===== config.mk =====
export PLATFORM = sky130hd
export DESIGN_NAME = multi_sel_seq
export DESIGN_NICKNAME = d
export VERILOG_FILES = /design/src/rtl/multi_sel_seq.sv
export SDC_FILE = /design/constraint.sdc
export NUM_CORES = 1
export LEC_CHECK = 0
export CELL_PAD_IN_SITES_DETAIL_PLACEMENT = 0
export CELL_PAD_IN_SITES_GLOBAL_PLACEMENT = 1
export CORE_MARGIN = 8
export CORE_UTILIZATION = 40
export CTS_BUF_LIST = sky130_fd_sc_hd__clkbuf_8
export DETAILED_ROUTE_END_ITERATION = 7
export GPL_TIMING_DRIVEN = 0
export HOLD_SLACK_MARGIN = 0.05
export PLACE_DENSITY = 0.81
export SLEW_MARGIN = 30
export SYNTH_ARGS = -nofsm -noshare
export SYNTH_HDL_FRONTEND = slang
export SYNTH_SLANG_ARGS = --single-unit

===== constraint.sdc =====
create_clock -name clk -period 3.86 [get_ports clk]
set_clock_uncertainty 0.15 [all_clocks]
set_input_delay 0.772 -clock clk [delete_from_list [all_inputs] [get_ports clk]]
set_output_delay 0.772 -clock clk [all_outputs]
set_load 0.01 [all_outputs]

===== src/rtl/multi_sel_seq.sv =====
// multi_sel_seq: constant-multiple sequencer.
// Each accepted sample d produces STEPS registered products d*K0 .. d*K(STEPS-1)
// in consecutive cycles, with constants packed 4 bits each in KVEC.
// Optional feature macro: MULT_SEQ_SAT_EN. When it is defined, products that
// overflow OW bits are clamped to all-ones and sat_flag is raised. When it is
// undefined, products wrap to their low OW bits and sat_flag stays 0.
//
// Handshake: a sample is taken on a rising edge where in_valid & in_ready.
// in_ready is combinational. It is high in IDLE and on the last step of RUN,
// so back-to-back samples run with no idle bubble. in_valid and in_data are
// ignored whenever in_ready is low.
module multi_sel_seq #(
  parameter int                 DW    = 8,
  parameter int                 OW    = 11,
  parameter int                 STEPS = 4,
  parameter logic [4*STEPS-1:0] KVEC  = 16'h8731
) (
  input  logic                                  clk,
  input  logic                                  rst,
  input  logic                                  in_valid,
  input  logic [DW-1:0]                         in_data,
  output logic                                  in_ready,
  output logic                                  input_grant,
  output logic                                  out_valid,
  output logic [OW-1:0]                         out_data,
  output logic [((STEPS > 2) ? $clog2(STEPS) : 1)-1:0] out_step,
  output logic                                  sat_flag
);

  localparam int SW = (STEPS > 2) ? $clog2(STEPS) : 1;
  localparam int PW = DW + 4;
  localparam int EW = (OW > PW) ? OW : PW;

  // Reject step counts outside the supported range at elaboration.
  if (STEPS < 2 || STEPS > 8) begin : g_bad_steps
    $error("multi_sel_seq: STEPS must be in 2..8");
  end

  typedef enum logic {IDLE, RUN} state_t;

  state_t        state;
  logic [DW-1:0] d_reg;
  logic [SW-1:0] step;
  logic [SW-1:0] step_nx;
  logic          last_step;
  logic          hs;

  // Constant for a given step index.
  function automatic logic [3:0] k_at(input logic [SW-1:0] i);
    return KVEC[4*i +: 4];
  endfunction

  // Full-width product of a sample and a 4-bit constant.
  function automatic logic [PW-1:0] mul(input logic [DW-1:0] d, input logic [3:0] k);
    return PW'(d) * PW'(k);
  endfunction

  // Reduce a product to OW bits. The MSB of the result is the clamp flag.
  function automatic logic [OW:0] reduce(input logic [PW-1:0] p);
    logic [EW-1:0] pe;
    pe = EW'(p);
`ifdef MULT_SEQ_SAT_EN
    if (pe > EW'({OW{1'b1}})) return {1'b1, {OW{1'b1}}};
`endif
    return {1'b0, pe[OW-1:0]};
  endfunction

  // Ready and handshake decode.
  always_comb begin
    last_step = (step == SW'(STEPS - 1));
    step_nx   = step + SW'(1);
    in_ready  = (state == IDLE) || last_step;
    hs        = in_valid && in_ready;
  end

  // Sequencer FSM with registered outputs.
  always_ff @(posedge clk or negedge rst) begin
    if (!rst) begin
      state       <= IDLE;
      d_reg       <= '0;
      step        <= '0;
      input_grant <= 1'b0;
      out_valid   <= 1'b0;
      out_data    <= '0;
      out_step    <= '0;
      sat_flag    <= 1'b0;
    end else begin
      input_grant <= 1'b0;
      if (hs) begin
        state                <= RUN;
        d_reg                <= in_data;
        step                 <= '0;
        out_step             <= '0;
        out_valid            <= 1'b1;
        input_grant          <= 1'b1;
        {sat_flag, out_data} <= reduce(mul(in_data, k_at('0)));
      end else if (state == RUN) begin
        if (!last_step) begin
          step                 <= step_nx;
          out_step             <= step_nx;
          {sat_flag, out_data} <= reduce(mul(d_reg, k_at(step_nx)));
        end else begin
          state     <= IDLE;
          out_valid <= 1'b0;
          sat_flag  <= 1'b0;
        end
      end
    end
  end

endmodule


==> flow_summary_export.csv, run 1 <==
group,metric,value,unit
clock_network,hold_buffers,0,
worst_setup_path,path_class,"flop to flop",
timing,max_freq,271,MHz
detailed_routing,drc_errors,0,
synthesis,ys_seq_area_frac,0.306,
worst_setup_path,rr_startpoint,"step[0]",
clock_network,clkLatencyLatePin,0.28,ns
synthesis,synth_edf_count,0,
worst_setup_path,cp_data_required_time,3.85,ns
layout,finalNetCount,268,
placement,gp_congestion,0.803,
die,die_y,86.1,µm
timing,slew_headroom,0.630,
layout,area_growth,23.4,%
min_path,min_path_type,"primary input to async pin",
synthesis,synthDistinctLibCells,42,
worst_setup_path,endpoint_kind,"flop",
worst_setup_path,r2r_cells,12,
flow_run,maxCapViolCount,0,
detailed_routing,first_iter_violations,60,
synthesis,syn_avg_cell_area,10.1,µm²
synthesis,async_flop_share,1.00,
synthesis,synth_warnings,0,
timing,setup_violations,0,
worst_setup_path,setup.worst_path.end,"out_data[10]",
worst_setup_path,rr_endpoint,"out_data[10]",
synthesis,synth_fp_nets,236,
layout,post-route-util,0.513,
detailed_routing,wl_per_cell,15.3,µm
timing,finalHoldViolations,0,
worst_setup_path,rrSetupSlack,0.18,ns
die,initial_core_util,0.416,
grt,grt-ovfl-total,0,
timing,finalMaxSlewViolations,0,
clock_network,cts_sinks,24,
clock_network,clk_pin_slew,0.09,ns
die,die_w,86.1,µm
clock_network,h-tree-depth,1,
synthesis,synth_top_area_share,0.306,
worst_setup_path,arrival,3.68,ns
timing,rsz0062_at_grt,"false",
synthesis,synth_seq_cells,24,
placement,portBuffers,25,
detailed_routing,ant_nets,0,
timing,min_period_over_period,0.955,
grt,first_global_vias,1591,
synthesis,synth_top_cells_by_count,"24 x dfrtp_1, 21 x inv_1, 18 x ha_1",
timing,worst_pin_slew,0.555,ns
clock_network,cts_buffer_depth,2,
timing,fin_crit,3.68,ns
die,core_region_area,4720,µm²
synthesis,synth_ff_type,"dfrtp_1",
grt,antenna_found_initial,0,
run_status,status,"complete, no violations",
worst_setup_path,worstPathMaxFanout,8,
synthesis,yosysMostFrequentCell,"dfrtp_1",
detailed_routing,wl,4480,µm
grt,grt_max_degree,25,
die,die-area,7410,µm²
layout,largest_reg_flops,11,
detailed_routing,vias,1472,
clock_network,numCtsBuffers,3,
clock_network,cts_root_buffer,"clkbuf_8",
layout,drive_gt1_frac,0.142,
synthesis,syn_area,1960,µm²
synthesis,synth_area_leader_cell,"dfrtp_1",
detailed_routing,viasPerCell,5.02,
layout,antenna_cells,0,
clock_network,tritoncts,"built",
die,fp-row-count,25,
worst_setup_path,critPathLaunch,"step[0]",
placement,dp_hpwl,3310,µm
detailed_routing,drtPass1Iterations,4,
die,boundaryPins,28,
synthesis,synthTopCellsByArea,"dfrtp_1 31%, fa_1 12%, ha_1 11%",
timing,timing.setup.tns,0,ns
grt,grt.total_usage,0.128,
worst_setup_path,crit_path_start_kind,"flop",
grt,grt_pass1_wl,7560,µm
synthesis,synth_cells,195,
## layer usage
layer | GRT usage | vias to the layer above | wire, µm | share of wire
met1 | 0.165 | 733 | 2190 | 0.49
met5 | 0 | - | 0 | 0
met3 | 0.0134 | 5 | 87 | 0.019
li1 | - | 713 | - | -
met4 | 0.0637 | 0 | 69 | 0.015
met2 | 0.206 | 21 | 2130 | 0.48
## through the flow
stage,setup slack [ns],std cells,hold slack [ns],area (µm²)
2_1_floorplan,0.136,195,0.326,1960
3_3_place_gp,-0.252,287,0.353,2300
3_5_place_dp,-0.307,287,0.354,2290
4_1_cts,0.0233,292,0.349,2380
5_1_grt,0.0259,293,0.361,2420
6_report,0.175,293,0.324,2420
## worst max-delay path, cell delays in order, from the launching register on
cell and delay (ns):
dfrtp_2 0.42, buf_4 0.17, ha_1 0.34, and2_1 0.24, fa_1 0.51, inv_1 0.06, fa_1 0.54, inv_1 0.04
ha_1 0.37, a211oi_2 0.27, o21ai_2 0.12, o2111ai_1 0.21, o211ai_1 0.11
## timing repair
action,4_1_cts,5_1_grt
buffers inserted,1,1
endpoints found under the setup margin,5,5
pin swaps,1,8
endpoints found under the hold margin,0,0
gates resized for setup,3,8
## area by class of cell
class / count / area (µm²)
clock buffers: 4 / 55.1
repair buffers: 27 / 260
multi-input cells: 143 / 1310
plain buffers: 6 / 32.5
fillers: 428 / 2300
flip-flops and latches: 24 / 602
well taps: 67 / 83.8
inverters: 22 / 85.1
## placed cells by master (no fill, tap or decap), types with 3 or more instances in the layout
master / instances
dfrtp_1: 23
fa_1: 11
inv_1: 21
nor2b_1: 5
o21ai_0: 8
ha_1: 16
clkbuf_8: 4
nor2_1: 4
xnor2_1: 3
clkdlybuf4s50_1: 24
mux2i_1: 8
o211ai_1: 3
nand2_1: 13
buf_2: 6
nand2b_1: 6
mux2_1: 5
buf_4: 3
and2_1: 17
nand3b_1: 4
mux2_2: 3
a21oi_1: 6
## cell families (layout without fill, tap and decap cells)
| family | Yosys count | count (layout) | share of synthesized area |
|---|---|---|---|
| fa+ha+maj | 30 | 30 | 0.237 |
| mux | 16 | 16 | 0.0866 |
| flops | 24 | 24 | 0.306 |
| simple gates | 56 | 56 | 0.159 |
| compound gates | 34 | 34 | 0.124 |
| other cells | 1 | 1 | 0.00191 |
| xor+xnor | 6 | 6 | 0.0268 |
| buf+inv | 28 | 59 | 0.0599 |
## worst min path at each step
stage | endpoint | slack [ns]
5_1_grt | d_reg[5] | 0.36
3_3_place_gp | out_data[8] | 0.35
3_5_place_dp | out_data[8] | 0.35
2_1_floorplan | d_reg[0] | 0.33
4_1_cts | out_data[5] | 0.35
6_report | d_reg[3] | 0.32
Power of run 1 is left out: the tool's default activity adds up to more than one toggle a clock period on the data nets, which glitch-free logic cannot reach.
==> inputs of run 2 (changes only) <==
- GPL_ROUTABILITY_DRIVEN: not set -> 0
==> results of run 2 <==
The final DEF is identical to that of run 1; final timing and power are the same.
Power of run 2 is left out for the same reason.
